`config.mk`:
```
export PLATFORM = sky130hd
export DESIGN_NAME = block_scroller_flat
export DESIGN_NICKNAME = d
export VERILOG_FILES = /design/src/rtl/block_scroller_if.sv /design/src/rtl/block_scroller.sv /design/src/flat_wrapper.sv
export SDC_FILE = /design/constraint.sdc
export NUM_CORES = 1
export LEC_CHECK = 0
export CORE_UTILIZATION = 30
export DETAILED_ROUTE_END_ITERATION = 10
export GPL_ROUTABILITY_DRIVEN = 0
export SLEW_MARGIN = 20
export SYNTH_ARGS = -nofsm -noshare
export SYNTH_HDL_FRONTEND = slang
export SYNTH_SLANG_ARGS = --single-unit
```
`constraint.sdc`:
```
create_clock -name clk -period 3.99 [get_ports clk]
set_input_delay 0.399 -clock clk [delete_from_list [all_inputs] [get_ports clk]]
set_output_delay 0.399 -clock clk [all_outputs]
set_load 0.03 [all_outputs]
```
`src/rtl/block_scroller_if.sv`:
```
// Playfield bus between the block scroller (slave) and the judge/display
// side (master). The pause line exists only in builds with PAUSE_EN defined.
interface block_scroller_if;
  logic        start;
  logic        gameover;
`ifdef PAUSE_EN
  logic        pause;
`endif
  logic [63:0] blocks;
  logic        step;
  logic [15:0] score;
  logic        running;

  modport master (
`ifdef PAUSE_EN
    output pause,
`endif
    output start,
    output gameover,
    input  blocks,
    input  step,
    input  score,
    input  running
  );

  modport slave (
`ifdef PAUSE_EN
    input  pause,
`endif
    input  start,
    input  gameover,
    output blocks,
    output step,
    output score,
    output running
  );
endinterface

```
`src/rtl/block_scroller.sv`:
```
// Falling-block playfield sequencer: 8x8 field that steps down one row per
// speed tick, feeds alternating random/empty rows in at the top, keeps a
// saturating score and shortens the tick period every 8 points.
// Optional feature macro: PAUSE_EN (adds a pause input that stalls stepping).
module block_scroller #(
  parameter int unsigned TICK_DIV  = 25_000_000,
  parameter int unsigned MIN_DIV   = 5_000_000,
  parameter int unsigned STEP_DIV  = 2_000_000,
  parameter logic [7:0]  LFSR_SEED = 8'hA5
) (
  input  logic            clk,
  input  logic            rst,
  block_scroller_if.slave bus
);

  // An all-zero LFSR would lock up, so a zero seed is swapped for a legal one.
  localparam logic [7:0]  SEED_EFF = (LFSR_SEED == 8'h00) ? 8'h1D : LFSR_SEED;
  localparam logic [31:0] TICK_C   = TICK_DIV;
  localparam logic [31:0] MIN_C    = MIN_DIV;
  localparam logic [31:0] STEP_C   = STEP_DIV;

  typedef enum logic [1:0] {IDLE, RUN, OVER} state_t;

  state_t      state_reg, state_next;
  logic [63:0] blocks_reg, blocks_next;
  logic [15:0] score_reg, score_next;
  logic        step_reg, step_next;
  logic        running_reg, running_next;
  logic [31:0] cnt_reg, cnt_next;
  logic [31:0] div_reg, div_next;
  logic [7:0]  lfsr_reg, lfsr_next;
  logic        gap_reg, gap_next;

  logic [7:0]  one_hot;
  logic [7:0]  new_row;
  logic        lfsr_fb;
  logic        paused;
  logic        tick;
  logic [15:0] score_inc;
  logic [31:0] div_dec;

  // One-hot column select for the incoming row, driven by the low LFSR bits.
  genvar gi;
  generate
    for (gi = 0; gi < 8; gi++) begin : g_row
      assign one_hot[gi] = (lfsr_reg[2:0] == 3'(gi));
    end
  endgenerate

  assign new_row   = gap_reg ? 8'h00 : one_hot;
  assign lfsr_fb   = lfsr_reg[7] ^ lfsr_reg[5] ^ lfsr_reg[4] ^ lfsr_reg[3];
  // >= rather than == so a period shortened mid-count still fires promptly.
  assign tick      = (cnt_reg >= div_reg - 32'd1);
  assign score_inc = score_reg + 16'd1;
  assign div_dec   = (div_reg >= MIN_C + STEP_C) ? (div_reg - STEP_C) : MIN_C;

`ifdef PAUSE_EN
  assign paused = bus.pause;
`else
  assign paused = 1'b0;
`endif

  // Next-state and datapath decisions; gameover outranks a coincident step.
  always_comb begin
    state_next  = state_reg;
    blocks_next = blocks_reg;
    score_next  = score_reg;
    step_next   = 1'b0;
    cnt_next    = cnt_reg;
    div_next    = div_reg;
    lfsr_next   = lfsr_reg;
    gap_next    = gap_reg;

    case (state_reg)
      IDLE, OVER: begin
        if (bus.start) begin
          // Fresh game: clear the field and speed, keep the LFSR running.
          state_next  = RUN;
          blocks_next = '0;
          score_next  = '0;
          cnt_next    = '0;
          div_next    = TICK_C;
          gap_next    = 1'b0;
        end
      end
      RUN: begin
        if (bus.gameover) begin
          state_next = OVER;
        end else if (!paused) begin
          if (tick) begin
            cnt_next    = '0;
            step_next   = 1'b1;
            blocks_next = {new_row, blocks_reg[63:8]};
            lfsr_next   = {lfsr_reg[6:0], lfsr_fb};
            gap_next    = ~gap_reg;
            // A row leaving the bottom with blocks in it was survived.
            if ((blocks_reg[7:0] != 8'h00) && (score_reg != 16'hFFFF)) begin
              score_next = score_inc;
              if (score_inc[2:0] == 3'd0) begin
                div_next = div_dec;
              end
            end
          end else begin
            cnt_next = cnt_reg + 32'd1;
          end
        end
      end
      default: state_next = IDLE;
    endcase

    running_next = (state_next == RUN);
  end

  // State and output registers with synchronous active-low reset.
  always_ff @(posedge clk) begin
    if (!rst) begin
      state_reg   <= IDLE;
      blocks_reg  <= '0;
      score_reg   <= '0;
      step_reg    <= 1'b0;
      running_reg <= 1'b0;
      cnt_reg     <= '0;
      div_reg     <= TICK_C;
      lfsr_reg    <= SEED_EFF;
      gap_reg     <= 1'b0;
    end else begin
      state_reg   <= state_next;
      blocks_reg  <= blocks_next;
      score_reg   <= score_next;
      step_reg    <= step_next;
      running_reg <= running_next;
      cnt_reg     <= cnt_next;
      div_reg     <= div_next;
      lfsr_reg    <= lfsr_next;
      gap_reg     <= gap_next;
    end
  end

  assign bus.blocks  = blocks_reg;
  assign bus.score   = score_reg;
  assign bus.step    = step_reg;
  assign bus.running = running_reg;

endmodule

```
`src/flat_wrapper.sv`:
```
// flat-port wrapper written by rule: the top's interface ports become plain ports
module block_scroller_flat 
#(
  parameter int unsigned TICK_DIV  = 25_000_000,
  parameter int unsigned MIN_DIV   = 5_000_000,
  parameter int unsigned STEP_DIV  = 2_000_000,
  parameter logic [7:0]  LFSR_SEED = 8'hA5
)
  (clk, rst, bus_start, bus_gameover, bus_blocks, bus_step, bus_score, bus_running);
  block_scroller_if bus_i ();
  input  logic clk;
  input  logic rst;
  input wire logic [$bits(bus_i.start)-1:0] bus_start;
  input wire logic [$bits(bus_i.gameover)-1:0] bus_gameover;
  output wire logic [$bits(bus_i.blocks)-1:0] bus_blocks;
  output wire logic [$bits(bus_i.step)-1:0] bus_step;
  output wire logic [$bits(bus_i.score)-1:0] bus_score;
  output wire logic [$bits(bus_i.running)-1:0] bus_running;
  assign bus_i.start = bus_start;
  assign bus_i.gameover = bus_gameover;
  assign bus_blocks = bus_i.blocks;
  assign bus_step = bus_i.step;
  assign bus_score = bus_i.score;
  assign bus_running = bus_i.running;
  block_scroller #(.TICK_DIV(TICK_DIV), .MIN_DIV(MIN_DIV), .STEP_DIV(STEP_DIV), .LFSR_SEED(LFSR_SEED)) u_core (.clk(clk), .rst(rst), .bus(bus_i));
endmodule
```
Word-level counts from Yosys, hierarchy flattened

Cells that the tools add are included.

Bitwise logic cells: 7
Equal/unequal tests: 16
$add $sub $neg: 4
Magnitude comparators: 2
Mux-type cells: 29
Reductions and logical operators: 13

Operators with widths:

| operator               | count |
|---|---|
| $mux 32                | 9 |
| $mux 64                | 3 |
| $pmux 32 s2            | 2 |
| $pmux 64 s2            | 1 |
| $mux 16                | 4 |
| $add 32x1->32 const B  | 1 |
| $ge 32x23->1 const B   | 1 |
| $ge 32x32->1           | 1 |
| $pmux 16 s2            | 1 |
| $sub 32x1->32 const B  | 1 |
| $sub 32x21->32 const B | 1 |
| $add 16x1->16 const B  | 1 |
| $ne 16x16->1 const B   | 1 |
| $eq 3x3->1 const B     | 4 |
| $mux 8                 | 1 |
| $reduce_bool 8->1      | 1 |
| $eq 3x2->1 const B     | 2 |
| $logic_not 3->1        | 2 |
| $ne 2x1->1 const B     | 3 |
| $reduce_and 3->1       | 2 |
| $reduce_and 6->1       | 1 |
| $reduce_and 5->1       | 1 |
| $eq 2x1->1 const B     | 2 |
| $mux 1                 | 4 |
| 14 further kinds       | 21 |

Output and inout port bits: 82
Flip-flop bits (word level): 157
Input port bits: 4
Word-level logic and storage cells: 80

Depth between registers and ports, before layout

Gate-level depths: netlist of run 1.

Depth in word-level cells: 7
Gate-level depth with buffers: 20
Depth with buffers taken out: 17

Worst setup path after synthesis of run 1

No wires, ideal clock.

Path kind: register -> register
Start: reg u_core.div_reg[8]
End: reg u_core.score_reg[0], in the netlist u_core.bus.score[0]
Buffers on the path: 3
Required time: 3.862 ns
Arrival: 4.205 ns
Path slack: -0.343 ns
Cell stages (with the launch flop): 20
Period minus slack after synthesis: 4.333 ns
Path through: dfxtp_1 -> clkbuf_1 -> inv_1 -> ha_1 -> a21boi_0 -> nor3b_1 -> nand2_1 -> nor3_1 -> nand2_1 -> xor2_1 -> ha_1 -> a41oi_2 -> o21ai_1 -> a2111oi_4 -> a31oi_2 -> o22ai_2 -> buf_2 -> buf_2 -> mux2i_1 -> nor2_1

Word-level cells in the longest chain between the ends: 4

Ends and longest elaborated chain:

| item                       | line                  | source |
|---|---|---|
| from (decl)                | block_scroller.sv:30  | `logic [31:0] div_reg, div_next;` |
| from (signal assigned)     | block_scroller.sv:133 | `div_reg <= div_next;` |
| $sub 32x1->32              | block_scroller.sv:53  | `assign tick = (cnt_reg >= div_reg - 32'd1);` |
| $ge 32x32->1               | block_scroller.sv:53  |  |
| $ne 2x1->1 (no line)       | -                     |  |
| $reduce_and 5->1 (no line) | -                     |  |
| to (signal assigned)       | block_scroller.sv:129 | `score_reg <= score_next;` |
| to (decl)                  | block_scroller.sv:26  | `logic [15:0] score_reg, score_next;` |

Every way passes these cells.
A chain may end at the register's enable or synchronous reset.

Worst setup path after layout of run 1

Start: reg u_core.div_reg[7]
End: reg u_core.score_reg[6], in the netlist u_core.bus.score[6]

Same word-level chain as after synthesis.

==> impl_metrics.toml, run 1 <==
[placement]
io_buffers = 85
post-place-ws_ps = -174.1
place_hpwl_um = 13630
post_dp_cell_area_um2 = 9115

[cts]
ctsRootBufferMaster = "clkbuf_16"
numCtsBuffers = 17
insertion_delay_ps = 440
ctsHoldBuffers = 0
htree_levels = 4
clk_pin_slew_ps = 80
clock_sinks = 151
cts_tree = "yes"
clock_path_buffers = 2

[logic_synthesis]
yosys-mux-area-fraction_pct = 1.230
synth_top_family_by_area = "simple AND/OR/NAND/NOR gates"
ys_async_sr_fraction_pct = 0
ys_ff_latch = 151
yosys-top-cells-area = "dfxtp_1 41%, ha_1 6.1%, a22o_1 5.3%, nor2_1 4.3%, xnor2_1 4.2%"
yosysSeqAreaShare_pct = 40.71
synth_top_area_share_pct = 40.71
synth_area_um2 = 7425
synthSimpleGateAreaFrac_pct = 23.22
synthAdderAreaFrac_pct = 6.067
synth.most_common_cell = "dfxtp_1"
avgSynthCellArea_um2 = 8.745
synthCells = 849
synthXorXnorAreaFrac_pct = 6.134
synth-edff-count = 0
synth_area_leader_cell = "dfxtp_1"
yosys-top-cells-count = "151 x dfxtp_1, 85 x nor2_1, 81 x nand2_1"
synth_compound_area_share_pct = 19.09
ys_warn_count = 0
synthFlopType = "dfxtp_1"
ys_types = 71
syn_nets = 889

[floorplan]
chipWidth_um = 159.3
io_pins = 86
core_um2 = 24320
fp-row-count = 57
die_h_um = 159.3
die-area_um2 = 25380
start_util_pct = 30.53

[grt]
grt_max_degree = 52
grt_pass1_vias = 6174
grtUsageTotal_pct = 15.55
antenna_found_initial = 0
grt-ovfl-total = 0
grt_pass1_wl_um = 32200

[power]
power_density_nw_per_um2 = 352.1
p_sw_w = 0.001093
power.share.sequential_pct = 41.9
clkPwrFrac_pct = 45.0
p_int_w = 0.002613
comb_power_share_pct = 13.1
leakage_nw = 3.824
peakVddDrop_mv = 0.2749
p_sw_share_pct = 29.50

[run_status]
violations = "negative setup slack"
status = "finished, violations left"

[finish]
nets = 1033
drive_above_1_share_pct = 20.58
utilization_pct = 43.28
largest_reg_flops = 64
diodes = 0
fin_area_um2 = 10530
syn_to_final_growth_pct = 41.78

[setup_path]
worstPathMaxFanout = 8
cpPeakStageDelay_ps = 440
slowest_stage = "a2111oi_4"
crit_chain = "inv_4 > ha_4 > nor3b_4 > nand4b_1 > or3_4 > nor2b_4 > nor2b_4 > nor2b_4 > xnor2_1 > ha_1 > nand4_1 > nor2_2 > a2111oi_4 > a31oi_4 > o22ai_4 > clkbuf_16 > buf_8 > buf_4 > o21ai_2 > a21oi_1"
end_kind = "flip-flop"
cp-start-kind = "flip-flop"
critPathKind = "reg2reg"
crit_top_cell = "nor2b_4"
worstPathRequired_ps = 4350
critPathArrivalTime_ps = 4410

[timing]
hold_viol_final = 0
fin_ws_ps = -58.07
slew_viol_final = 0
worst-slew-pin-transition_ps = 870.1
max_freq_ghz = 0.2470
rsz0062_at_grt = "yes"
slew_headroom_pct = 41.78
tns_ps = -467.5
setup_viol = 18
timing.hold.ws_ps = 475.9
layout_min_cycle_time_ps = 4048
min_period_over_period_pct = 101.5
fin_skew_ps = 20.10

[route]
wire_per_inst_um = 15.78
routed_wl_um = 20990
drc = 0
firstDrtPassIters = 4
vias = 6810
via_per_inst = 5.120
antenna_left = 0
drt_iter0_markers = 326

[job]
cap_violations = 0

[worst_hold_path]
min_path_type = "reg2reg"
final timing paths:
path | start | end | slack [ps] | cells after the start
worst min-delay path | u_core.bus.blocks[25]$_SDFFE_PN0P_ | u_core.bus.blocks[25]$_SDFFE_PN0P_ | 480 | 2
worst min register to register | u_core.bus.blocks[25]$_SDFFE_PN0P_ | u_core.bus.blocks[25]$_SDFFE_PN0P_ | 480 | 2
worst max register to register | u_core.div_reg[7]$_SDFFE_PN0P_ | u_core.bus.score[6]$_SDFFE_PN0P_ | -60 | 20
worst max-delay path | u_core.div_reg[7]$_SDFFE_PN0P_ | u_core.bus.score[6]$_SDFFE_PN0P_ | -60 | 20
cell usage in the layout (no fill, tap or decap), types with 30 or more instances in the layout:
master,instances
a21oi_1,45
nor2_1,81
buf_4,51
nand3_1,30
dfxtp_1,150
clkdlybuf4s50_1,85
xnor2_1,35
ha_1,35
a22o_1,45
nand2_1,72
critical path, delay by kind of cell, from the launching register on:
kind,cells,cell delay [ps]
AO/OA/AOI/OAI,5,1140
XOR/XNOR,1,110
AND/OR/NAND/NOR,8,1480
flip-flops,1,340
adder cells (fa/ha/maj),2,390
buffers and inverters,4,520
per-layer routing:
| metal | GRT usage [%] | vias up | routed length (um) |
|---|---|---|---|
| met2 | 25.06 | 104 | 10020 |
| met3 | 2.657 | 15 | 590 |
| li1 | - | 3392 | - |
| met4 | 4.895 | 0 | 260 |
| met5 | 0 | - | 0 |
| met1 | 21.13 | 3299 | 10120 |
power by group through the flow:
stage | combinational, W | sequential [W] | clock, W
global route | 0.000529 | 0.00155 | 0.00176
detailed placement | 0.000361 | 0.00159 | 0
finish | 0.000487 | 0.00155 | 0.00167
global placement | 0.000357 | 0.00158 | 0
CTS | 0.000378 | 0.00155 | 0.00170
floorplan | 0.000221 | 0.00158 | 0
logic make-up after synthesis:
group | count (synthesis)
AND/OR/NAND/NOR | 334
AO/OA/AOI/OAI | 201
flip-flops | 151
buffers and inverters | 66
XOR/XNOR | 52
adder cells (fa/ha/maj) | 36
multiplexers | 9
timing repair:
action,CTS,global route
gates resized for setup,15,101
buffers inserted,5,11
pin swaps,10,69
setup endpoints to repair,63,147
gates cloned,0,11
layout make-up:
| cell class | count | area, um2 |
|---|---|---|
| Inverter | 15 | 58.81 |
| Clock inverter | 15 | 188.9 |
| Fill cell | 2308 | 13790 |
| Tap cell | 324 | 405.4 |
| Multi-Input combinational cell | 632 | 4521 |
| Sequential cell | 151 | 3024 |
| Clock buffer | 17 | 425.4 |
| Timing Repair Buffer | 176 | 1903 |
metrics by stage:
stage                     total power [W]  std cells
after floorplan                  0.001802        849
after global placement           0.001941       1271
after detailed placement         0.001947       1271
after CTS                        0.003625       1308
after global routing             0.003846       1330
final                            0.003707       1330
No activity file was read; power rests on OpenSTA's default activity.
==> inputs of run 2 (changes only) <==
--- a/config.mk
+++ b/config.mk
@@ -7,6 +7,7 @@
 export LEC_CHECK = 0
 export CORE_UTILIZATION = 30
 export DETAILED_ROUTE_END_ITERATION = 10
+export DONT_BUFFER_PORTS = 1
 export GPL_ROUTABILITY_DRIVEN = 0
 export SLEW_MARGIN = 20
 export SYNTH_ARGS = -nofsm -noshare
==> run 2 against run 1 <==
- the run still ends with negative setup slack left
- clock skew is 1.5 ps higher
- total power down 0.83%
- global-route usage is 0.25 points lower
- critical path depth unchanged
- critical endpoint is now u_core.bus.score[0]$_SDFFE_PN0P_
==> impl_metrics.toml, run 2 (same netlist as run 1, synthesis figures left out) <==
[cts]
clk_pin_slew_ps = 80
ctsRootBufferMaster = "clkbuf_16"
clock_sinks = 151
insertion_delay_ps = 450
numCtsBuffers = 17
cts_tree = "yes"
htree_levels = 4
ctsHoldBuffers = 0
clock_path_buffers = 2

[run_status]
status = "finished, violations left"
violations = "negative setup slack"

[setup_path]
critPathArrivalTime_ps = 4420
cp-start-kind = "flip-flop"
worstPathRequired_ps = 4300
critPathKind = "reg2reg"
end_kind = "flip-flop"
worstPathMaxFanout = 7

[timing]
slew_headroom_pct = 40.64
tns_ps = -3687
fin_skew_ps = 21.65
fin_ws_ps = -114.9
worst-slew-pin-transition_ps = 887.1
hold_viol_final = 0
min_period_over_period_pct = 102.9
timing.hold.ws_ps = 22.10
rsz0062_at_grt = "yes"
setup_viol = 77
layout_min_cycle_time_ps = 4105
max_freq_ghz = 0.2436
slew_viol_final = 0

[floorplan]
chipWidth_um = 159.3
fp-row-count = 57
die-area_um2 = 25380
die_h_um = 159.3
start_util_pct = 30.53
core_um2 = 24320
io_pins = 86

[finish]
nets = 960
largest_reg_flops = 64
layoutNonFillerInstCount = 1257
layout_common_cells = "150 x dfxtp_1, 77 x nor2_1, 74 x nand2_1, 68 x buf_4"
fin_area_um2 = 9709
syn_to_final_growth_pct = 30.77
final_common_cell = "dfxtp_1"
utilization_pct = 39.92
drive_above_1_share_pct = 23.58
diodes = 0

[placement]
post_dp_cell_area_um2 = 8239
placed_cells = 1186
place_hpwl_um = 13280
io_buffers = 0

[grt]
antenna_found_initial = 0
grt_pass1_wl_um = 31470
grt_max_degree = 52
grtUsageTotal_pct = 15.31
grt-ovfl-total = 0
grt_pass1_vias = 5859

[power]
power_density_nw_per_um2 = 378.6
peakVddDrop_mv = 0.2236
leakage_nw = 3.526

[route]
routed_wl_um = 20710
firstDrtPassIters = 5
via_per_inst = 5.251
antenna_left = 0
wire_per_inst_um = 16.48
drt_iter0_markers = 420
vias = 6601
drc = 0

[worst_hold_path]
min_path_type = "in2reg"

[job]
cap_violations = 0
[run 2: changes by cell type in the layout (fill, tap and decap cells not counted), sizes merged]
cell	delta
clkdlybuf4s50	-85
buf	+13
clkinv	+3
inv	-3
clkbuf	-2
o21ai	+1
[run 2: worst max-delay path, cell delays in order (launching register included)]
cell and delay (ps):
dfxtp_2 340, inv_4 80, ha_4 130, nor3b_4 190, nand4b_1 160, or3_4 380, nor2b_4 120, nor2b_4 160
nor2b_4 170, xnor2_2 70, ha_1 310, nand4_1 190, buf_4 150, nor2_2 40, a2111oi_4 390, a31oi_4 200
o22ai_4 310, clkbuf_16 210, buf_6 110, mux2i_1 190, nor2_1 70
[run 2: final cells by class]
cell class	count	area, um2
Multi-Input combinational cell	633	4546
Sequential cell	151	3024
Timing Repair Buffer	102	1056
Clock buffer	17	425.4
Tap cell	324	405.4
Inverter	15	58.81
Clock inverter	15	193.9
Fill cell	2348	14610
[run 2: per-layer routing]
layer	up-vias	part of all wire (%)	track usage [%]
met5	-	0	0
met4	0	1.9	5.551
met3	29	5.2	3.334
met2	141	45	24.06
met1	3187	47	20.56
li1	3244	-	-
[run 2: per-stage QoR]
stage | worst slack, ps | total power [W]
3_5_place_dp | -150.7 | 0.001927
2_1_floorplan | 10.00 | 0.001802
3_3_place_gp | -53.10 | 0.001925
6_report | -114.9 | 0.003676
5_1_grt | -331.8 | 0.003816
4_1_cts | -69.95 | 0.003623
[run 2: final timing paths]
kind                                        start                               end  slack, ps  depth (start not counted)
setup / recovery   u_core.div_reg[7]$_SDFFE_PN0P_  u_core.bus.score[0]$_SDFFE_PN0P_       -110                         20
setup reg to reg   u_core.div_reg[7]$_SDFFE_PN0P_  u_core.bus.score[0]$_SDFFE_PN0P_       -110                         20
hold reg to reg   u_core.lfsr_reg[6]$_SDFFE_PN0P_   u_core.lfsr_reg[7]$_SDFFE_PN1P_        480                          2
hold / removal                                rst   u_core.lfsr_reg[2]$_SDFFE_PN1P_         20                          1
[run 2: timing repair]
action	CTS	global route
cloned	2	12
endpoints found under the setup margin	60	148
pin swaps	21	44
buffers inserted	9	16
resized for setup	27	84
[run 2: where the power goes]
part / switching [W] / internal (W) / total [W]
Sequential: 0.0000270 / 0.00153 / 0.00155
Clock: 0.000802 / 0.000857 / 0.00166
Combinational: 0.000253 / 0.000210 / 0.000463
==> inputs of run 3 (changes only) <==
==> constraint.sdc (replaced) <==
create_clock -name clk -period 3.99 [get_ports clk]
set_input_delay 0.5985 -clock clk [delete_from_list [all_inputs] [get_ports clk]]
set_output_delay 0.5985 -clock clk [all_outputs]
set_load 0.03 [all_outputs]
==> results of run 3 <==
The final DEF is identical to that of run 2. Status: finished, violations left: negative setup slack.
Among the figures that moved: hold slack 22.10 ps -> 221.6 ps
